[src/rtl/sobel_frame_sequencer_if.sv]
// Pixel stream bundle around the Sobel frame sequencer.
//   s_*  : raw grey pixel stream into the sequencer (valid/ready, sof marker)
//   m_*  : re-tagged binary pixel stream out of the sequencer (no backpressure)
// Modports:
//   master : source of s_*, sink of m_* (camera reader / frame writer side)
//   slave  : the sequencer itself
interface sobel_frame_sequencer_if;
  logic [7:0] s_pixel;
  logic       s_valid;
  logic       s_sof;
  logic       s_ready;
  logic [7:0] m_pixel;
  logic       m_valid;
  logic [8:0] m_x;
  logic [7:0] m_y;
  logic       m_last;

  modport master (
    output s_pixel, s_valid, s_sof,
    input  s_ready, m_pixel, m_valid, m_x, m_y, m_last
  );

  modport slave (
    input  s_pixel, s_valid, s_sof,
    output s_ready, m_pixel, m_valid, m_x, m_y, m_last
  );
endinterface

[src/rtl/sobel_frame_sequencer.sv]
// Frame-level controller for the Sobel core.
// Generates raster coordinates for an incoming pixel stream, latches a
// per-frame threshold, re-tags the core result with coordinates delayed by
// the core latency, and pulses frame_done once the core has drained.
// Ports:
//   clk, rst        : clock, synchronous active-high reset
//   start           : frame start request (honoured in IDLE only)
//   threshold_cfg   : threshold, sampled on accepted start
//   io (slave)      : s_* input stream, m_* tagged output stream
//   core_*          : pixel/valid/coords/threshold to core, core_pixel_out back
//   busy            : RUN or FLUSH
//   frame_done      : one-cycle end-of-frame pulse
//   sof_error       : sticky, s_sof seen away from (0,0)
module sobel_frame_sequencer #(
  parameter int IMG_WIDTH    = 320,
  parameter int IMG_HEIGHT   = 240,
  parameter int CORE_LATENCY = 3
) (
  input  logic                  clk,
  input  logic                  rst,
  input  logic                  start,
  input  logic [7:0]            threshold_cfg,
  sobel_frame_sequencer_if.slave io,
  output logic [7:0]            core_pixel,
  output logic                  core_valid,
  output logic [8:0]            core_x,
  output logic [7:0]            core_y,
  output logic [7:0]            core_threshold,
  input  logic [7:0]            core_pixel_out,
  output logic                  busy,
  output logic                  frame_done,
  output logic                  sof_error
);

  localparam int DC_W = $clog2(CORE_LATENCY + 1);
  localparam logic [8:0]      X_MAX  = 9'(IMG_WIDTH - 1);
  localparam logic [7:0]      Y_MAX  = 8'(IMG_HEIGHT - 1);
  localparam logic [DC_W-1:0] DC_MAX = DC_W'(CORE_LATENCY - 1);
  localparam logic [DC_W-1:0] DC_ONE = DC_W'(1);

  typedef enum logic [1:0] {IDLE, RUN, FLUSH, DONE} state_t;
  state_t state, state_nxt;

  logic [8:0]      x;
  logic [7:0]      y;
  logic [DC_W-1:0] drain;
  logic            accept, resync, is_last;
  logic [8:0]      cur_x;
  logic [7:0]      cur_y;

  // Tag pipeline, stage 1 is the head register, CORE_LATENCY the tail.
  logic [CORE_LATENCY:1]       vld_pipe;
  logic [CORE_LATENCY:1]       last_pipe;
  logic [CORE_LATENCY:1][8:0]  x_pipe;
  logic [CORE_LATENCY:1][7:0]  y_pipe;

  assign accept = io.s_valid && (state == RUN);

  // s_sof forces the pixel to the origin; off-origin it is also an error.
  assign cur_x   = io.s_sof ? 9'd0 : x;
  assign cur_y   = io.s_sof ? 8'd0 : y;
  assign resync  = accept && io.s_sof && !(x == 9'd0 && y == 8'd0);
  assign is_last = (cur_x == X_MAX) && (cur_y == Y_MAX);

  always_comb begin
    state_nxt = state;
    case (state)
      IDLE:    if (start) state_nxt = RUN;
      RUN:     if (accept && is_last) state_nxt = FLUSH;
      FLUSH:   if (drain == DC_MAX) state_nxt = DONE;
      DONE:    state_nxt = IDLE;
      default: state_nxt = IDLE;
    endcase
  end

  always_ff @(posedge clk) begin
    if (rst) begin
      state          <= IDLE;
      x              <= '0;
      y              <= '0;
      drain          <= '0;
      core_threshold <= '0;
      sof_error      <= 1'b0;
      vld_pipe       <= '0;
      last_pipe      <= '0;
      x_pipe         <= '0;
      y_pipe         <= '0;
    end else begin
      state <= state_nxt;
      drain <= (state == FLUSH) ? drain + DC_ONE : '0;

      if (state == IDLE && start) begin
        core_threshold <= threshold_cfg;
        x              <= '0;
        y              <= '0;
        sof_error      <= 1'b0;
      end

      if (resync) sof_error <= 1'b1;

      if (accept) begin
        if (cur_x == X_MAX) begin
          x <= '0;
          y <= (cur_y == Y_MAX) ? 8'd0 : cur_y + 8'd1;
        end else begin
          x <= cur_x + 9'd1;
          y <= cur_y;
        end
      end

      // Free-running shift so the tail lines up with the stall-free core.
      for (int i = CORE_LATENCY; i > 1; i--) begin
        vld_pipe[i]  <= vld_pipe[i-1];
        last_pipe[i] <= last_pipe[i-1];
        x_pipe[i]    <= x_pipe[i-1];
        y_pipe[i]    <= y_pipe[i-1];
      end
      vld_pipe[1]  <= accept;
      last_pipe[1] <= accept && is_last;
      x_pipe[1]    <= core_x;
      y_pipe[1]    <= core_y;
    end
  end

  assign io.s_ready = (state == RUN);
  assign core_valid = accept;
  assign core_pixel = accept ? io.s_pixel : 8'd0;
  assign core_x     = accept ? cur_x : 9'd0;
  assign core_y     = accept ? cur_y : 8'd0;

  assign io.m_valid = vld_pipe[CORE_LATENCY];
  assign io.m_pixel = vld_pipe[CORE_LATENCY] ? core_pixel_out : 8'd0;
  assign io.m_x     = x_pipe[CORE_LATENCY];
  assign io.m_y     = y_pipe[CORE_LATENCY];
  assign io.m_last  = last_pipe[CORE_LATENCY];

  assign busy       = (state == RUN) || (state == FLUSH);
  assign frame_done = (state == DONE);

endmodule
[src/flat_wrapper.sv]
// flat-port wrapper written by rule: the top's interface ports become plain ports
module sobel_frame_sequencer_flat 
#(
  parameter int IMG_WIDTH    = 320,
  parameter int IMG_HEIGHT   = 240,
  parameter int CORE_LATENCY = 3
)
  (clk, rst, start, threshold_cfg, core_pixel, core_valid, core_x, core_y, core_threshold, core_pixel_out, busy, frame_done, sof_error, io_s_pixel, io_s_valid, io_s_sof, io_s_ready, io_m_pixel, io_m_valid, io_m_x, io_m_y, io_m_last);
  sobel_frame_sequencer_if io_i ();
  input  logic clk;
  input  logic rst;
  input  logic start;
  input  logic [7:0] threshold_cfg;
  output logic [7:0] core_pixel;
  output logic core_valid;
  output logic [8:0] core_x;
  output logic [7:0] core_y;
  output logic [7:0] core_threshold;
  input  logic [7:0] core_pixel_out;
  output logic busy;
  output logic frame_done;
  output logic sof_error;
  input wire logic [$bits(io_i.s_pixel)-1:0] io_s_pixel;
  input wire logic [$bits(io_i.s_valid)-1:0] io_s_valid;
  input wire logic [$bits(io_i.s_sof)-1:0] io_s_sof;
  output wire logic [$bits(io_i.s_ready)-1:0] io_s_ready;
  output wire logic [$bits(io_i.m_pixel)-1:0] io_m_pixel;
  output wire logic [$bits(io_i.m_valid)-1:0] io_m_valid;
  output wire logic [$bits(io_i.m_x)-1:0] io_m_x;
  output wire logic [$bits(io_i.m_y)-1:0] io_m_y;
  output wire logic [$bits(io_i.m_last)-1:0] io_m_last;
  assign io_i.s_pixel = io_s_pixel;
  assign io_i.s_valid = io_s_valid;
  assign io_i.s_sof = io_s_sof;
  assign io_s_ready = io_i.s_ready;
  assign io_m_pixel = io_i.m_pixel;
  assign io_m_valid = io_i.m_valid;
  assign io_m_x = io_i.m_x;
  assign io_m_y = io_i.m_y;
  assign io_m_last = io_i.m_last;
  sobel_frame_sequencer #(.IMG_WIDTH(IMG_WIDTH), .IMG_HEIGHT(IMG_HEIGHT), .CORE_LATENCY(CORE_LATENCY)) u_core (.clk(clk), .rst(rst), .start(start), .threshold_cfg(threshold_cfg), .io(io_i), .core_pixel(core_pixel), .core_valid(core_valid), .core_x(core_x), .core_y(core_y), .core_threshold(core_threshold), .core_pixel_out(core_pixel_out), .busy(busy), .frame_done(frame_done), .sof_error(sof_error));
endmodule
[config.mk]
export PLATFORM = sky130hd
export DESIGN_NAME = sobel_frame_sequencer_flat
export DESIGN_NICKNAME = d
export VERILOG_FILES = /design/src/rtl/sobel_frame_sequencer_if.sv /design/src/rtl/sobel_frame_sequencer.sv /design/src/flat_wrapper.sv
export SDC_FILE = /design/constraint.sdc
export NUM_CORES = 1
export LEC_CHECK = 0
export CORE_MARGIN = 3
export CORE_UTILIZATION = 40
export CTS_CLUSTER_SIZE = 14
export DETAILED_ROUTE_END_ITERATION = 12
export PLACE_DENSITY_LB_ADDON = 0.05
export SLEW_MARGIN = 10
export SYNTH_ARGS = -nofsm -noshare
export SYNTH_HDL_FRONTEND = slang
export SYNTH_SLANG_ARGS = --single-unit
[constraint.sdc]
create_clock -name clk -period 3.5 [get_ports clk]
set_input_delay 1.05 -clock clk [delete_from_list [all_inputs] [get_ports clk]]
set_output_delay 1.05 -clock clk [all_outputs]
set_load 0.02 [all_outputs]
# Word level (Yosys, flattened, before mapping)
# Index checks and enable logic that the tools add are counted.
[word_totals] inputBits=29 ff_bits=87
[op_classes] n_reduce_logical=16 n_eq_ne=9 bitwise_logic=1 n_mux=19 addsub=3
[op_table] cell="$mux W8" n=8
[op_table] cell="$mux W9" n=5
[op_table] cell="$add A9 B1 Y9 const B" n=1
[op_table] cell="$eq A9 B9 Y1 const B" n=1
[op_table] cell="$logic_not A9 Y1" n=1
[op_table] cell="$add A8 B1 Y8 const B" n=1
[op_table] cell="$eq A8 B8 Y1 const B" n=1
[op_table] cell="$logic_not A8 Y1" n=1
[op_table] cell="$pmux W2 S4" n=1
[op_table] cell="$logic_and A1 B1 Y1" n=7
[op_table] cell="$eq A2 B2 Y1 const B" n=3
[op_table] cell="$mux W2" n=3
[op_table] cell="$ne A2 B1 Y1 const B" n=2
[op_table] cell="$reduce_bool A2 Y1" n=2
[op_table] cell="$reduce_and A3 Y1" n=1
[op_table] cell="$add A2 B1 Y2 const B" n=1
[op_table] cell="$eq A2 B1 Y1 const B" n=1
[op_table] cell="$logic_not A2 Y1" n=1
[op_table] cell="$mux W1" n=2
[op_table] cell="$ne A2 B2 Y1 const B" n=1
[op_table] cell="$reduce_or A2 Y1" n=1
[op_table] cell="$logic_not A1 Y1" n=1
[op_table] cell="$logic_or A1 B1 Y1" n=1
[op_table] cell="$not A1 Y1" n=1

# Logic depth before layout (Yosys ltp)
# Gate-level depths: netlist (run 1).
[depth] word_depth=6 mapped_depth=10 depth_no_buf=8

# Worst setup path after synthesis (run 1)
# Ideal clock, no wire load.
[synth_path] path_type="input port to output port" from="in io_s_valid" to="out core_x[8]" n_path_buf=1 t_arrival_ns=1.957 stages=3 t_required_ns=2.450 setup_slack_ns=0.493 cell_sequence="nand2_1 -> clkbuf_1 -> nor3b_1"
[synth_via] elab_chain_len=2
[synth_rtl] item="start, declared" line_no="flat_wrapper.sv:24" rtl="input wire logic [$bits(io_i.s_valid)-1:0] io_s_valid;"
[synth_rtl] item="$logic_and A1 B1 Y1" line_no="sobel_frame_sequencer.sv:57" rtl="assign accept = io.s_valid && (state == RUN);"
[synth_rtl] item="$mux W9" line_no="sobel_frame_sequencer.sv:128" rtl="assign core_x = accept ? cur_x : 9'd0;"
[synth_rtl] item="end, declared" line_no="flat_wrapper.sv:16" rtl="output logic [8:0] core_x;"
# No other way between the ends.

# Worst setup path after layout (run 1)
[layout_path] from="in io_s_valid" to="out core_x[6]"
# The elaborated chain is that of the path after synthesis.

==> results of run 1 <==
layout by cell type, fill, tap and decap left out, types with 3 or more instances in the layout:
cell	instances
and2_1	22
nor4_1	6
clkbuf_8	10
nand2b_1	11
clkdlybuf4s50_1	65
nand3b_1	3
a21oi_1	18
clkdlybuf4s15_1	4
nor2b_1	42
inv_1	13
dfxtp_1	87
o211ai_1	3
nand4_1	8
nand2_1	33
o21ai_0	7
nor2_1	31
buf_4	30
and3_1	11
dlygate4sd2_1	23
nor3_1	4
ha_1	8
o21ai_1	3
nand3_1	10
worst register-to-register path: stages, from the launching register on:
cell and delay, ns:
dfxtp_1 0.39, inv_1 0.10, ha_1 0.21, nand2_1 0.14, buf_4 0.16, buf_4 0.13
inv_2 0.04, buf_4 0.16, nand2_1 0.16, inv_1 0.13, a32o_1 0.27, a31o_1 0.18
power groups by stage:
stage | sequential [uW] | combinational (uW) | clock (uW)
after floorplan | 1090 | 271 | 0
after global placement | 1070 | 517 | 0
after detailed placement | 1070 | 522 | 0
after CTS | 1050 | 513 | 833
after global routing | 1050 | 560 | 875
final | 1050 | 505 | 811
registers in the layout, summed over array words and instances (netlist names):
| signal | count |
|---|---|
| u_core.last_pipe | 3 |
| u_core.core_threshold | 8 |
| u_core.y_pipe | 16 |
| u_core.x | 9 |
| u_core.sof_error | 1 |
| u_core.vld_pipe | 3 |
| u_core.state | 2 |
| u_core.io.m_x | 9 |
| u_core.y | 8 |
| u_core.drain | 2 |
| u_core.x_pipe | 18 |
| u_core.io.m_y | 8 |
path summary, 6_finish.rpt:
kind                   start         endpoint  slack [ns]  cells past startpoint
max               io_s_valid        core_x[6]         0.1                      6
min          u_core.drain[0]  u_core.drain[0]        0.42                      1
max reg2reg  u_core.state[1]      u_core.y[3]        1.33                     11
min reg2reg  u_core.drain[0]  u_core.drain[0]        0.42                      1
final cells by class:
cell class | instances | area (um2) | share of cell area [%]
Sequential cell | 87 | 1740 | 36.1
Multi-Input combinational cell | 255 | 1550 | 32.0
Timing Repair Buffer | 123 | 1120 | 23.2
Clock buffer | 10 | 138 | 2.85
Tap cell | 105 | 131 | 2.72
Clock inverter | 6 | 100 | 2.07
Inverter | 14 | 52.6 | 1.09
repair_timing:
| action | in CTS | in global routing |
|---|---|---|
| setup endpoints to repair | 26 | 4 |
| hold buffers | 0 | 0 |
| gates resized for setup | 27 | 4 |
stage by stage:
step                utilization [%]  setup TNS [ns]
detailed placement             54.9           -4.51
CTS                            57.3               0
global route                   57.4               0
floorplan                         -               0
global placement               54.9           -3.86
finish                         57.4               0
routing by layer:
layer	vias up	GRT usage, %	part of all wire [%]
li1	1506	-	-
met1	1331	23.9	46
met2	120	27.0	45
met3	11	4.66	7.8
met4	0	4.97	1.3
met5	-	0	0
logic make-up (layout without fill, tap and decap cells):
kind of cell	count (synthesis)	count (layout)	synth area share (%)
AND/OR/NAND/NOR	194	194	30.6
flip-flops	87	87	48.9
buffers and inverters	52	153	7.69
AO/OA/AOI/OAI	51	51	9.45
adder cells (fa/ha/maj)	8	8	2.81
multiplexers	2	2	0.562
==> reports/metrics.yaml, run 1 <==
drt:
  drtIter0Drc: 126
  via_count: 2968
  antenna_left: 0
  dr.pass1.iters: 4
  drc: 0
  vias_per_cell: 4.95
  routed_wl_um: 8460
  wl_per_cell_um: 14.1
timing:
  skew_ns: 0.00801
  period_needed_ns: 3.40
  holdWs_ns: 0.415
  rsz0062_at_grt: "no"
  fmax_mhz: 294
  setup_ws_ns: 0.0956
  period_share_pct: 97.3
  maxSlewViolCount: 0
  setup_viol: 0
  slew_headroom_pct: 57.9
  tightest_slew_ns: 0.631
  hold_violations: 0
synth:
  ys.flop_type: "dfxtp_1"
  synth_commonest_cells: "dfxtp_1 (87), nor2b_1 (42), nand2_1 (33)"
  synth_area_leaders: "dfxtp_1 (49%), nor2b_1 (7.4%), and2_1 (3.9%)"
  ys_async_sr_fraction_pct: 0
  yosysMostFrequentCell: "dfxtp_1"
  ys_ff_latch: 87
  synth_top_cell_by_area: "dfxtp_1"
  synth_area_per_cell_um2: 9.04
  synth_top_cell_area_share_pct: 48.9
  ys_warn_count: 0
  ys_seq_area_share_pct: 48.9
  synth.distinct_cells: 49
  synth_fp_nets: 431
  syn_inst: 394
  syn_area_mm2: 0.00356
  synth_edf_count: 0
die:
  die_width_um: 100
  rows: 33
  fp.coreArea_mm2: 0.00842
  die_area_mm2: 0.0101
  boundaryPins: 94
  initial_utilization_pct: 42.3
  fp.dieH_um: 100
final_layout:
  design_area_mm2: 0.00483
  fillers: 770
  diodes: 0
  drive_gt1_share_pct: 10.1
  nets: 527
  area_delta_synth_final_pct: 35.7
  layout.cells.non_filler: 600
power_and_ir_drop:
  p_total_uw: 2360
  ir_drop_mv: 0.192
  pwr-share-clk_pct: 34.4
  pwr-share-comb_pct: 21.4
  sw_frac_of_total_pct: 29.0
  p_seq_share_pct: 44.3
  powerDensity_mw_per_mm2: 489
  p_leak_uw: 0.00202
  switching_power_uw: 685
  p_int_uw: 1680
critical_path:
  arrival_ns: 2.35
  crit_chain: "clkdlybuf4s50_1 > nand2_1 > nor2_1 > buf_4 > and2_1 > dlygate4sd2_1"
  crit_required_ns: 2.45
  worstSetupStartpointType: "primary input"
  setup.worst_path.end_class: "output port"
  critical_path_class: "in -> out"
  worst-path-buf-inv: 3
  slowest_delay_ns: 0.48
  crit_slowest_cell: "clkdlybuf4s50_1"
  path_delay_family: "buffers and inverters"
  crit_fanout: 7
clocking:
  cts_tree: "built"
  cts_htree_levels: 3
  clkTransAtPathRegs_ns: 0.08
  root_buffer: "clkbuf_8"
  postCtsSetupBuffers: 0
  clockBufferDepth: 2
  clkLatencyLatePin_ns: 0.35
  numCtsBuffers: 9
  clock_sinks: 87
place:
  dpl.hpwl_um: 6200
  portBuffers: 93
  dp_cells: 584
  place_area_mm2: 0.00462
  pre_cts_ws_ns: -0.269
  place_congestion: 0.881
grt:
  grt_usage_pct: 17.4
  overflow: 0
  grt_start_max_net_pins: 62
  grt_pass1_wl_um: 14100
  antenna_found_initial: 0
  grt_pass1_vias: 2840
min_path:
  hold_class: "reg -> reg"
job:
  maxCapViolCount: 0
run_status:
  status: "completed"
No activity file was read; power rests on OpenSTA's default activity.
==> run 2: changes to the inputs <==
CORE_UTILIZATION = 48   (was 40)
==> reports/metrics.yaml, run 2 (synthesis results as in run 1) <==
drt:
  wl_per_cell_um: 14.0
  dr.pass1.iters: 4
  via_count: 3021
  routed_wl_um: 8280
  antenna_left: 0
  drtIter0Drc: 159
  drc: 0
  vias_per_cell: 5.10
grt:
  grt_pass1_vias: 2865
  grt_start_max_net_pins: 26
  grt_pass1_wl_um: 13600
  overflow: 0
  grt_usage_pct: 19.9
  antenna_found_initial: 0
final_layout:
  multi_input_area_mm2: 0.00155
  largest_register_ffs: 18
  drive_gt1_share_pct: 11.7
  layout.cells.non_filler: 592
  layout_common_cells: "dfxtp_1 (87), clkdlybuf4s50_1 (66), nor2b_1 (42), nand2_1 (33), nor2_1 (31)"
  largest_registers: "u_core.x_pipe x18, u_core.y_pipe x16"
  regArea_mm2: 0.00174
  fillers: 597
  area_delta_synth_final_pct: 34.3
  final_common_cell: "dfxtp_1"
  top_register: "u_core.x_pipe"
  nets: 528
  diodes: 0
clocking:
  postCtsHoldBufs: 0
  root_buffer: "clkbuf_8"
  cts_tree: "built"
  clkLatencyLatePin_ns: 0.35
  clock_sinks: 87
  clockBufferDepth: 2
  clkTransAtPathRegs_ns: 0.09
  cts_htree_levels: 3
  numCtsBuffers: 9
min_path:
  hold_start: "u_core.drain[0]"
  hold_end: "u_core.drain[0]"
  hold_class: "reg -> reg"
  hold_path_depth: 1
timing:
  period_needed_ns: 3.43
  setup_viol: 0
  rsz0062_at_grt: "no"
  slew_headroom_pct: 61.1
  setup_ws_ns: 0.0746
  holdWs_ns: 0.418
  skew_ns: 0.00959
  hold_violations: 0
  period_share_pct: 97.9
  maxSlewViolCount: 0
  fmax_mhz: 292
  tightest_slew_ns: 0.581
power_and_ir_drop:
  powerDensity_mw_per_mm2: 471
  ir_drop_mv: 0.397
  p_leak_uw: 0.00201
  p_total_uw: 2250
critical_path:
  arrival_ns: 2.38
  setup.worst_path.end_class: "output port"
  critical_path_class: "in -> out"
  crit_required_ns: 2.45
  reg2reg_to: "u_core.y[3]"
  worstSetupStartpointType: "primary input"
  r2r_slack_ns: 1.32
  crit_fanout: 8
  rr_startpoint: "u_core.state[1]"
  reg2reg_depth: 11
die:
  rows: 30
  boundaryPins: 94
  die_width_um: 92.1
  fp.coreArea_mm2: 0.00698
  initial_utilization_pct: 51.0
  fp.dieH_um: 92.1
  die_area_mm2: 0.00849
job:
  maxCapViolCount: 0
place:
  place_congestion: 0.878
  portBuffers: 93
  dp_cells: 576
  dpl.hpwl_um: 6100
  pre_cts_ws_ns: -0.247
run_status:
  status: "completed"
-- run 2: changes by cell type in the layout (fill, tap and decap cells not counted), sizes merged, moves of 2 or more --
cell / before / now
clkinvlp: 0 / 2
dlymetal6s2s: 0 / 3
dlygate4sd2: 23 / 9
clkbuf: 10 / 18
clkdlybuf4s15: 4 / 6
-- run 2: what timing repair did --
| action | CTS | global route |
|---|---|---|
| cloned | 0 | 0 |
| buffers inserted | 0 | 0 |
| resized for setup | 23 | 26 |
| setup endpoints to repair | 23 | 17 |
-- run 2: final cells by class --
cell class | count | area share [%]
inverter | 14 | 1.10
clock buffer | 10 | 2.67
multi-input combinational | 255 | 32.3
tap | 96 | 2.51
sequential | 87 | 36.4
clock inverter | 6 | 1.41
timing repair buffer | 124 | 23.6
-- run 2: how the worst max path moves through the flow --
stage,startpoint,end,cells after the start
after CTS,io_s_valid,core_pixel[5],4
after floorplan,io_s_valid,core_x[8],3
final,io_s_sof,core_y[0],5
after global placement,io_s_valid,core_x[3],6
after detailed placement,io_s_valid,core_x[4],6
after global routing,io_s_sof,core_y[0],5
-- run 2: report_power, final --
group | leakage [uW] | total (uW) | internal, uW | switching [uW]
Sequential | 0.000702 | 1040 | 1020 | 22.1
Combinational | 0.00121 | 510 | 224 | 286
Clock | 0.0000933 | 699 | 334 | 365
Total | 0.00201 | 2250 | 1580 | 673
-- run 2: per-stage QoR --
| stage | setup TNS [ns] | area [um2] | utilization, % |
|---|---|---|---|
| 6_report | 0 | 4780 | 68.5 |
| 5_1_grt | 0 | 4780 | 68.5 |
| 4_1_cts | 0 | 4800 | 68.7 |
| 3_5_place_dp | -4.07 | 4630 | 66.3 |
| 3_3_place_gp | -3.79 | 4630 | 66.3 |
| 2_1_floorplan | 0 | 3560 | - |
-- run 2: metal layers --
metal | up-vias | GRT usage, % | wire length [um]
met3 | 16 | 5.25 | 566
li1 | 1512 | - | -
met4 | 0 | 8.04 | 136
met5 | - | 0 | 0
met2 | 114 | 32.6 | 4000
met1 | 1379 | 24.9 | 3580
-- run 2: critical path: stages --
cell             delay, ns
clkdlybuf4s50_1       0.49
buf_4                 0.20
nand2b_1              0.16
nor2_1                0.15
clkdlybuf4s15_1       0.33
==> run 3: changes to the inputs <==
SLEW_MARGIN = 20   (was 10)
==> results of run 3 <==
No change in the layout: final DEF, timing and power equal those of run 2.
